File: src/rtl/pipeline_hazard_ctrl.sv
// pipeline_hazard_ctrl
// Hazard and sequencing controller for a 5-stage MIPS pipeline.
// It produces the stall, flush and forwarding controls for the F/D, D/E and
// E/M pipeline registers. It also holds the E stage while a multi-cycle
// MUL/DIV is in progress, and it keeps a saturating count of stalled cycles.
//
// Sequencer states:
//   state   | meaning
//   IDLE    | no MUL/DIV in flight; a MUL/DIV arriving in E starts a sequence
//   BUSY    | MUL/DIV occupying E; cnt counts down to the done cycle (cnt==1)
//
// MD_LATENCY must lie in the range 2..15 because the down-counter is 4 bits wide.

module pipeline_hazard_ctrl #(
  parameter int MD_LATENCY = 4,
  parameter int CNT_W      = 32
) (
  input  logic             clk,
  input  logic             reset,
  input  logic [4:0]       RsD,
  input  logic [4:0]       RtD,
  input  logic             BranchD,
  input  logic [4:0]       RsE,
  input  logic [4:0]       RtE,
  input  logic [4:0]       WriteRegE,
  input  logic             RegWriteE,
  input  logic             MemtoRegE,
  input  logic             MulDivStartE,
  input  logic [4:0]       WriteRegM,
  input  logic             RegWriteM,
  input  logic             MemtoRegM,
  input  logic [4:0]       WriteRegW,
  input  logic             RegWriteW,
  output logic             StallF,
  output logic             StallD,
  output logic             FlushE,
  output logic             StallE,
  output logic             FlushM,
  output logic             ForwardAD,
  output logic             ForwardBD,
  output logic [1:0]       ForwardAE,
  output logic [1:0]       ForwardBE,
  output logic             MulDivBusy,
  output logic             MulDivDoneE,
  output logic [CNT_W-1:0] StallCount
);

  localparam logic [0:0] ST_IDLE = 1'b0;
  localparam logic [0:0] ST_BUSY = 1'b1;

  localparam logic [3:0] MD_LOAD = 4'(MD_LATENCY - 1);
  localparam logic [3:0] CNT_LAST = 4'd1;

  localparam logic [1:0] FWD_RF = 2'b00;
  localparam logic [1:0] FWD_W  = 2'b01;
  localparam logic [1:0] FWD_M  = 2'b10;

  localparam logic [CNT_W-1:0] STALL_ONE = CNT_W'(1);
  localparam logic [CNT_W-1:0] STALL_MAX = {CNT_W{1'b1}};

  logic [0:0]       r_state;
  logic [0:0]       w_state_nxt;
  logic [3:0]       r_cnt;
  logic [3:0]       w_cnt_nxt;
  logic [CNT_W-1:0] r_stall_cnt;

  logic [1:0]       w_fwd_ae;
  logic [1:0]       w_fwd_be;
  logic             w_fwd_ad;
  logic             w_fwd_bd;

  logic             w_lwstall;
  logic             w_branchstall;
  logic             w_mdstall;
  logic             w_md_busy;
  logic             w_md_done;
  logic             w_hazard_stall;
  logic             w_stall_front;

  // E-stage ALU operand forwarding. A result in M is newer than one in W, so M wins.
  always_comb begin
    w_fwd_ae = FWD_RF;
    if (RegWriteM && (WriteRegM != 5'd0) && (WriteRegM == RsE)) begin
      w_fwd_ae = FWD_M;
    end else if (RegWriteW && (WriteRegW != 5'd0) && (WriteRegW == RsE)) begin
      w_fwd_ae = FWD_W;
    end

    w_fwd_be = FWD_RF;
    if (RegWriteM && (WriteRegM != 5'd0) && (WriteRegM == RtE)) begin
      w_fwd_be = FWD_M;
    end else if (RegWriteW && (WriteRegW != 5'd0) && (WriteRegW == RtE)) begin
      w_fwd_be = FWD_W;
    end
  end

  // D-stage branch-compare forwarding from M. Register 0 is hard-wired, so it never forwards.
  always_comb begin
    w_fwd_ad = (RsD != 5'd0) && RegWriteM && (WriteRegM == RsD);
    w_fwd_bd = (RtD != 5'd0) && RegWriteM && (WriteRegM == RtD);
  end

  // Data hazards that forwarding cannot cover: load-use, and a branch whose operands are still in flight.
  always_comb begin
    w_lwstall = MemtoRegE && ((RtE == RsD) || (RtE == RtD));

    w_branchstall = BranchD &&
                    ((RegWriteE && ((WriteRegE == RsD) || (WriteRegE == RtD))) ||
                     (MemtoRegM && ((WriteRegM == RsD) || (WriteRegM == RtD))));
  end

  // Sequencer next state. MulDivStartE is only looked at in IDLE, so a held start does not restart BUSY.
  always_comb begin
    w_state_nxt = r_state;
    w_cnt_nxt   = r_cnt;
    case (r_state)
      ST_IDLE: begin
        if (MulDivStartE) begin
          w_state_nxt = ST_BUSY;
          w_cnt_nxt   = MD_LOAD;
        end
      end
      ST_BUSY: begin
        w_cnt_nxt = r_cnt - 4'd1;
        if (r_cnt == CNT_LAST) begin
          w_state_nxt = ST_IDLE;
        end
      end
      default: begin
        w_state_nxt = ST_IDLE;
        w_cnt_nxt   = 4'd0;
      end
    endcase
  end

  // Sequencer state and count registers.
  always_ff @(posedge clk) begin
    if (reset) begin
      r_state <= ST_IDLE;
      r_cnt   <= 4'd0;
    end else begin
      r_state <= w_state_nxt;
      r_cnt   <= w_cnt_nxt;
    end
  end

  // The first E cycle of a MUL/DIV stalls (from IDLE), then every BUSY cycle except the done cycle stalls.
  always_comb begin
    w_md_busy = (r_state == ST_BUSY);
    w_md_done = w_md_busy && (r_cnt == CNT_LAST);
    w_mdstall = ((r_state == ST_IDLE) && MulDivStartE) ||
                (w_md_busy && (r_cnt != CNT_LAST));
    w_hazard_stall = w_lwstall || w_branchstall;
    w_stall_front  = !reset && (w_hazard_stall || w_mdstall);
  end

  // Stall and flush outputs. Reset forces a bubble into E and releases every hold.
  // A held E is never flushed, so a MUL/DIV in progress is not lost.
  always_comb begin
    StallF      = w_stall_front;
    StallD      = w_stall_front;
    StallE      = !reset && w_mdstall;
    FlushM      = !reset && w_mdstall;
    FlushE      = reset || (w_hazard_stall && !w_mdstall);
    MulDivBusy  = !reset && w_md_busy;
    MulDivDoneE = !reset && w_md_done;
    ForwardAE   = w_fwd_ae;
    ForwardBE   = w_fwd_be;
    ForwardAD   = w_fwd_ad;
    ForwardBD   = w_fwd_bd;
  end

  // Saturating stall-cycle counter. It stops at all-ones and never wraps.
  always_ff @(posedge clk) begin
    if (reset) begin
      r_stall_cnt <= '0;
    end else if (w_stall_front && (r_stall_cnt != STALL_MAX)) begin
      r_stall_cnt <= r_stall_cnt + STALL_ONE;
    end
  end

  assign StallCount = r_stall_cnt;

endmodule

File: config.mk
export PLATFORM = sky130hd
export DESIGN_NAME = pipeline_hazard_ctrl
export DESIGN_NICKNAME = d
export VERILOG_FILES = /design/src/rtl/pipeline_hazard_ctrl.sv
export SDC_FILE = /design/constraint.sdc
export NUM_CORES = 1
export LEC_CHECK = 0
export CORE_MARGIN = 1
export CORE_UTILIZATION = 35
export DETAILED_ROUTE_END_ITERATION = 10
export GPL_ROUTABILITY_DRIVEN = 0
export SLEW_MARGIN = 20
export SYNTH_ARGS = -nofsm -noshare
export SYNTH_HDL_FRONTEND = slang
export SYNTH_SLANG_ARGS = --single-unit
File: constraint.sdc
create_clock -name clk -period 3.25 [get_ports clk]
set_clock_uncertainty 0.1 [all_clocks]
set_input_delay 0.8125 -clock clk [delete_from_list [all_inputs] [get_ports clk]]
set_output_delay 0.8125 -clock clk [all_outputs]
set_load 0.02 [all_outputs]
Yosys cells after proc, flatten, opt, wreduce, memory -nomap -nowiden
Cells that the tools add are included.
Storage, ports and cells
  register bits after elaboration: 37
  RAM bits: 0
  logic and storage cells: 66
  input bits: 44
  memory bits (read-only): 0
  bits in latches: 0
  memories: 0
Cells by class
  multipliers: 0
  shift-type cells: 0
  $lt $le $gt $ge: 0
  divide/modulo/power cells: 0
  add/sub/neg operators: 2
  bitwise operators: 1
  eq/ne operators: 14
  mux-type cells: 9
  reduce and logical (&&, ||, !) cells: 37
Operators by type and width (count)
  equality test 5 bit: 10
  adder 32 x 1 -> 32 bit (second input constant): 1
  != test 32 bit (second input constant): 1
  logical AND 1 bit: 23
  nonzero test 5 bit: 4
  logical OR 1 bit: 8
  case mux 4 bit (2 select lines): 1
  equality test 4 x 1 -> 1 bit (second input constant): 1
  2-to-1 mux 1 bit: 4
  2-to-1 mux 2 bit: 2
  2-to-1 mux 4 bit: 1
  != test 4 x 1 -> 1 bit (second input constant): 1
  subtractor 4 x 1 -> 4 bit (second input constant): 1
  zero test 1 bit: 2
  != test 2 bit (second input constant): 1
  case mux 1 bit (2 select lines): 1
  NOT 1 bit: 1

Logic depth before layout (Yosys ltp)
Gate-level depths: netlist of the first run.
  depth after elaboration: 9
  mapped depth: 10

Least setup slack after synthesis of the first run
No wires, ideal clock.
  kind: input-to-output
  from: input port WriteRegM[1]
  to: output port ForwardAE[0]
  slack: -0.232 ns
  arrival time: 2.570 ns
  stages: 5
  required time: 2.338 ns
  path buffers: 1
  cell sequence: buf_2 > or4_1 > o21ai_0 > nor4_1 > nor4_1
On the way
  longest elaborated chain between the ends: 4
  elaborated cells on any way between the ends: 5
  classes of those cells: eq/ne (1); mux (1); reduce/logical (3)
Ends and longest elaborated chain
  start: declaration: RTL line 29  | input logic [4:0] WriteRegM,
  nonzero test 5 bit: RTL line 83  | if (RegWriteM && (WriteRegM != 5'd0) && (WriteRegM == RsE)) begin
  logical AND 1 bit: RTL line 83
  logical AND 1 bit *: RTL line 83
  2-to-1 mux 2 bit *: RTL line 83
  end: declaration: RTL line 41  | output logic [1:0] ForwardAE,
Mark *: on every way between the ends. The rest lies on a longest branch, timed or not.

Worst setup path in the final report of the first run
  from: input port WriteRegM[3]
  to: output port ForwardBE[0]
On the way
  longest elaborated chain between the ends: 4
  elaborated cells on any way between the ends: 5
  classes of those cells: eq/ne (1); mux (1); reduce/logical (3)
Ends and longest elaborated chain
  nonzero test 5 bit: RTL line 90  | if (RegWriteM && (WriteRegM != 5'd0) && (WriteRegM == RtE)) begin
  logical AND 1 bit: RTL line 90
  logical AND 1 bit *: RTL line 90
  2-to-1 mux 2 bit *: RTL line 90
  end: declaration: RTL line 42  | output logic [1:0] ForwardBE,
Marked as above.

==> impl_metrics.toml, run 1 <==
[status]
status = "finished, final reports clean"

[floorplanning]
ioPinCount = 89
die_x_um = 88.1
core_area_um2 = 7210
die_h_um = 88.1
die-area_um2 = 7760
initial_core_util_pct = 36.0
num_rows = 31

[hold_path]
min_from = "r_cnt[3]"
hp-class = "flip-flop to flip-flop"
whs_path_depth = 1
holdPathEnd = "r_cnt[3]"

[final_layout]
ff_latch_area_um2 = 741
nets = 491
final_util_pct = 55.4
drive_above_1_share_pct = 19.6
syn_to_final_growth_pct = 54.2
multi_input_area_um2 = 1800
final_common_cell = "buf_4"
final_cell_mix = "48 x buf_4, 45 x clkdlybuf4s50_1, 37 x dfxtp_1"
antennaDiodeCount = 0
n_fill_cell = 705
fin_area_um2 = 4000

[global_route]
overflow = 0
gr-usage-met1_pct = 25.0
grt_antenna_before_repair = 0
grt_first_pass_wirelength_mm = 12.1
grt_use_total_pct = 19.9
grt_pass1_vias = 2579
grtUsageMet3_pct = 5.09
grt_max_degree = 37
grt_use_met2_pct = 34.3
top_usage_layer = "met2"

[setup_path]
crit_path_cell_trace = "clkdlybuf4s15_2, or4_4, o21ai_4, nor4_2, nor4_2, buf_4"
arrival_ps = 2310
end_kind = "output pin"
reg2reg_to = "StallCount[18]"
path_delay_family = "simple AND/OR/NAND/NOR gates"
startpoint_type = "input pin"
ff2ff_path_depth = 9
critPathRequiredTime_ps = 2340
cp_slowest_cell = "or4_4"
r2r_setup_slack_ps = 850
critPathBufInv = 2
critical_path_class = "input pin to output pin"
worst-path-max-fanout = 4
cpMostUsedCell = "nor4_2"
max_stage_delay_ps = 550
reg2reg_from = "StallCount[2]"

[timing]
final-setup-viol-count = 0
tightest_slew_ps = 566
layout_min_cycle_time_ps = 3220
fmax_ghz = 0.311
slew_headroom_pct = 62.2
drv_slew = 0
period_share_pct = 99.1
hold_viol = 0

[clocking]
worstSkewPairLatency_ps = 290
cts_buffers = 5
cts_root_buf = "clkbuf_8"
htreeDepth = 2
cts_tree = "yes"
cts.path.max_buffers = 2
cts_sinks = 37
clk_transition_reported_paths_ps = 70
holdBufCountCts = 0

[power_and_ir_drop]
ir_drop_mv = 0.158
p_per_area_nw_per_um2 = 272
power.leakage_nw = 1.47

[run]
drv_cap = 0

[yosys]
syn_area_per_cell_um2 = 8.11
synth-seq-cells = 37
syn_area_um2 = 2590
yosys_warnings = 0
synthCells = 320
ys_seq_area_share_pct = 28.6
synth_cell_types = 48
mappedNetlistNets = 367

[place]
postPlaceCellArea_um2 = 3860
dp_hpwl_mm = 6.05
portBuffers = 88

[detailed_routing]
remaining_drc_errors = 0
drtPass1Iterations = 4
wire_per_inst_um = 14.2
routed_via_density = 5.19
drtIter0Drc = 92
vias = 2826
postRouteAntennaNets = 0
finalWirelength_mm = 7.72
==> synth_stat cells, drive strengths merged <==
| master | number | share of area, % |
|---|---|---|
| o211ai | 1 | 0.29 |
| or3 | 18 | 4.3 |
| and2 | 6 | 1.4 |
| nor3b | 2 | 0.58 |
| or4 | 14 | 4.1 |
| o31a | 2 | 1.0 |
| clkbuf | 6 | 0.87 |
| xor2 | 26 | 8.8 |
| nor2b | 3 | 0.72 |
| o21bai | 1 | 0.29 |
| o21a | 1 | 0.29 |
| nor4 | 7 | 1.7 |
| dfxtp | 37 | 29 |
| a311oi | 1 | 0.34 |
| nand3 | 14 | 2.7 |
| o22ai | 2 | 0.48 |
| a31oi | 1 | 0.24 |
| mux2i | 2 | 0.77 |
| o21ai | 26 | 5.5 |
| nand2 | 18 | 2.6 |
| o311ai | 1 | 0.34 |
| o41ai | 1 | 0.34 |
| nand3b | 1 | 0.29 |
| nor3 | 6 | 1.6 |
| nor2 | 14 | 2.0 |
| o31ai | 8 | 2.3 |
| inv | 6 | 0.87 |
| nand2b | 1 | 0.24 |
| a21oi | 28 | 5.4 |
| and4 | 2 | 0.77 |
| ha | 3 | 1.4 |
| buf | 13 | 3.9 |
| or2 | 1 | 0.24 |
| xnor2 | 26 | 8.8 |
| a211oi | 2 | 0.58 |
| nand4 | 15 | 4.2 |
| and3 | 4 | 1.2 |
==> what timing repair did <==
| action | in CTS | in global routing |
|---|---|---|
| endpoints found under the setup margin | 11 | 7 |
| setup buffers | 1 | 0 |
| pin swaps | 10 | 7 |
| resized for setup | 88 | 15 |
==> sequential cells by signal, summed over array words and instances, names as in the netlist <==
register,flops
StallCount,32
r_cnt,4
r_state,1
==> metal layers <==
metal  vias to the layer above  wire [µm]
met3                         5        393
met5                         -          0
met4                         0         53
met2                        70       3780
li1                       1416          -
met1                      1335       3500
==> cells by family after synthesis <==
family	synth area share, %
AND/OR/NAND/NOR	28.7
AO/OA/AOI/OAI	17.4
XOR/XNOR	17.6
flip-flops	28.6
buffers and inverters	5.64
adder cells (fa/ha/maj)	1.45
multiplexers	0.772
==> final cells by class <==
type | count | area share (%)
Multi-Input combinational cell | 258 | 45.1
Tap cell | 99 | 3.10
Sequential cell | 37 | 18.5
Clock buffer | 6 | 1.81
Clock inverter | 2 | 0.250
Inverter | 6 | 0.563
Timing Repair Buffer | 136 | 30.7
==> through the flow <==
step	total power, mW	hold slack [ps]	cells	setup TNS, ps	worst slack [ps]
after floorplan	0.628	350	320	0	38.8
after global placement	0.787	365	535	-5750	-695
after detailed placement	0.789	386	535	-6160	-743
after CTS	1.09	400	544	0	6.67
after global routing	1.14	424	544	-24.2	-13.2
final	1.09	402	544	0	30.1
==> power breakdown <==
part / switching, mW / internal, mW
combinational: 0.145 / 0.158
clock: 0.163 / 0.149
sequential: 0.0112 / 0.462
total: 0.319 / 0.769
==> worst max-delay path by stage <==
| stage | cells past startpoint | end | from |
|---|---|---|---|
| after CTS | 6 | ForwardBE[0] | WriteRegM[1] |
| after detailed placement | 6 | ForwardBE[0] | WriteRegM[1] |
| after global routing | 9 | StallF | RtD[3] |
| after floorplan | 8 | StallF | WriteRegM[2] |
| final | 6 | ForwardBE[0] | WriteRegM[3] |
| after global placement | 6 | ForwardAE[0] | WriteRegM[1] |
Power figures use the tool's default switching activity.
==> run 2: changes to the inputs <==
CTS_CLUSTER_DIAMETER = 60   (was default)
REMOVE_ABC_BUFFERS = 1   (was default)
==> run 2 against run 1 <==
Compared with the run above:
- global-route usage grew 0.50 points
- sequential share of layout area shrank 0.44 points
- maximum frequency shrank 0.22%
- non-clock buffer count grew 5
- register-to-register slack is essentially flat
- wire length grew 0.43%
- critical path depth shrank 1
- largest cell class unchanged
- largest power group unchanged
==> impl_metrics.toml, run 2 (synthesized netlist as in run 1, its figures left out) <==
[timing]
fmax_ghz = 0.310
tns_ps = 0
fin_ws_ps = 23.0
hold_viol = 0
final-setup-viol-count = 0
drv_slew = 0
layout_min_cycle_time_ps = 3230
period_share_pct = 99.3
tightest_slew_ps = 567
slew_headroom_pct = 62.1

[setup_path]
critical_path_class = "input pin to output pin"
worst-path-max-fanout = 4
startpoint_type = "input pin"
critPathRequiredTime_ps = 2340
end_kind = "output pin"
arrival_ps = 2310

[final_layout]
syn_to_final_growth_pct = 57.9
drive_above_1_share_pct = 21.1
nets = 496
final_cell_mix = "48 x buf_4, 43 x clkdlybuf4s50_1, 37 x dfxtp_1"
final_util_pct = 56.8
largest_reg_flops = 32
antennaDiodeCount = 0
final_common_cell = "buf_4"
instances_no_fill = 549

[floorplanning]
num_rows = 31
core_area_um2 = 7210
ioPinCount = 89
initial_core_util_pct = 36.0
die_h_um = 88.1
die_x_um = 88.1
die-area_um2 = 7760

[clocking]
worstSkewPairLatency_ps = 290
htreeDepth = 2
cts.path.max_buffers = 2
cts_sinks = 37
cts_buffers = 5
cts_root_buf = "clkbuf_8"
cts_tree = "yes"
holdBufCountCts = 0
clk_transition_reported_paths_ps = 70

[place]
pre_cts_ws_ps = -753
dp.cells = 539
dp_hpwl_mm = 6.11
portBuffers = 88

[status]
status = "finished, final reports clean"

[hold_path]
hp-class = "flip-flop to flip-flop"

[global_route]
grt_first_pass_wirelength_mm = 12.4
grt_antenna_before_repair = 0
grt_max_degree = 35
overflow = 0
grt_pass1_vias = 2643
grt_use_total_pct = 20.4

[power_and_ir_drop]
ir_drop_mv = 0.137
power.leakage_nw = 1.51
p_per_area_nw_per_um2 = 275

[detailed_routing]
remaining_drc_errors = 0
finalWirelength_mm = 7.75
drtPass1Iterations = 6
routed_via_density = 5.10
postRouteAntennaNets = 0
vias = 2800
wire_per_inst_um = 14.1
drtIter0Drc = 74

[run]
drv_cap = 0
==> run 2: through the flow <==
stage	hold WS, ps	area [µm²]	total power, mW
final	394	4100	1.13
after CTS	395	4000	1.12
after floorplan	344	2470	0.598
after detailed placement	380	3880	0.788
after global placement	374	3880	0.783
after global routing	417	4100	1.18
==> run 2: where the power goes <==
group          switching, mW  internal (mW)
clock network          0.168          0.172
registers             0.0109          0.462
logic                  0.150          0.164
total                  0.328          0.797
==> run 2: worst paths after layout <==
kind | from | to | slack [ps] | depth (start not counted)
max reg2reg | StallCount[2] | StallCount[27] | 840 | 9
min reg2reg | StallCount[4] | StallCount[4] | 390 | 2
min | StallCount[4] | StallCount[4] | 390 | 2
max | RtE[0] | ForwardBE[1] | 20 | 5
==> run 2: repair_timing <==
action | CTS | global route
buffers inserted | 1 | 1
pin swaps | 10 | 11
endpoints found under the hold margin | 0 | 0
resized for setup | 88 | 28
endpoints found under the setup margin | 13 | 9
==> run 2: per-layer routing <==
metal / part of all wire [%] / routed length, µm / global-route usage (%)
met4: 0.88 / 68 / 4.11
met3: 4.9 / 378 / 4.81
met1: 45 / 3520 / 26.2
met2: 49 / 3790 / 34.8
met5: 0 / 0 / 0
==> run 2: worst max-delay path, cell delays in order <==
cell             delay (ps)
clkdlybuf4s50_1         580
xnor2_1                 150
nand3_1                 130
nor4_4                  320
clkdlybuf4s15_2         310
==> run 2: cell type report <==
type / instances / area, µm²
flip-flops and latches: 37 / 741
fillers: 720 / 3120
clock buffers: 6 / 82.6
clock inverters: 2 / 13.8
multi-input cells: 258 / 1830
inverters: 6 / 22.5
well taps: 99 / 124
repair buffers: 141 / 1280
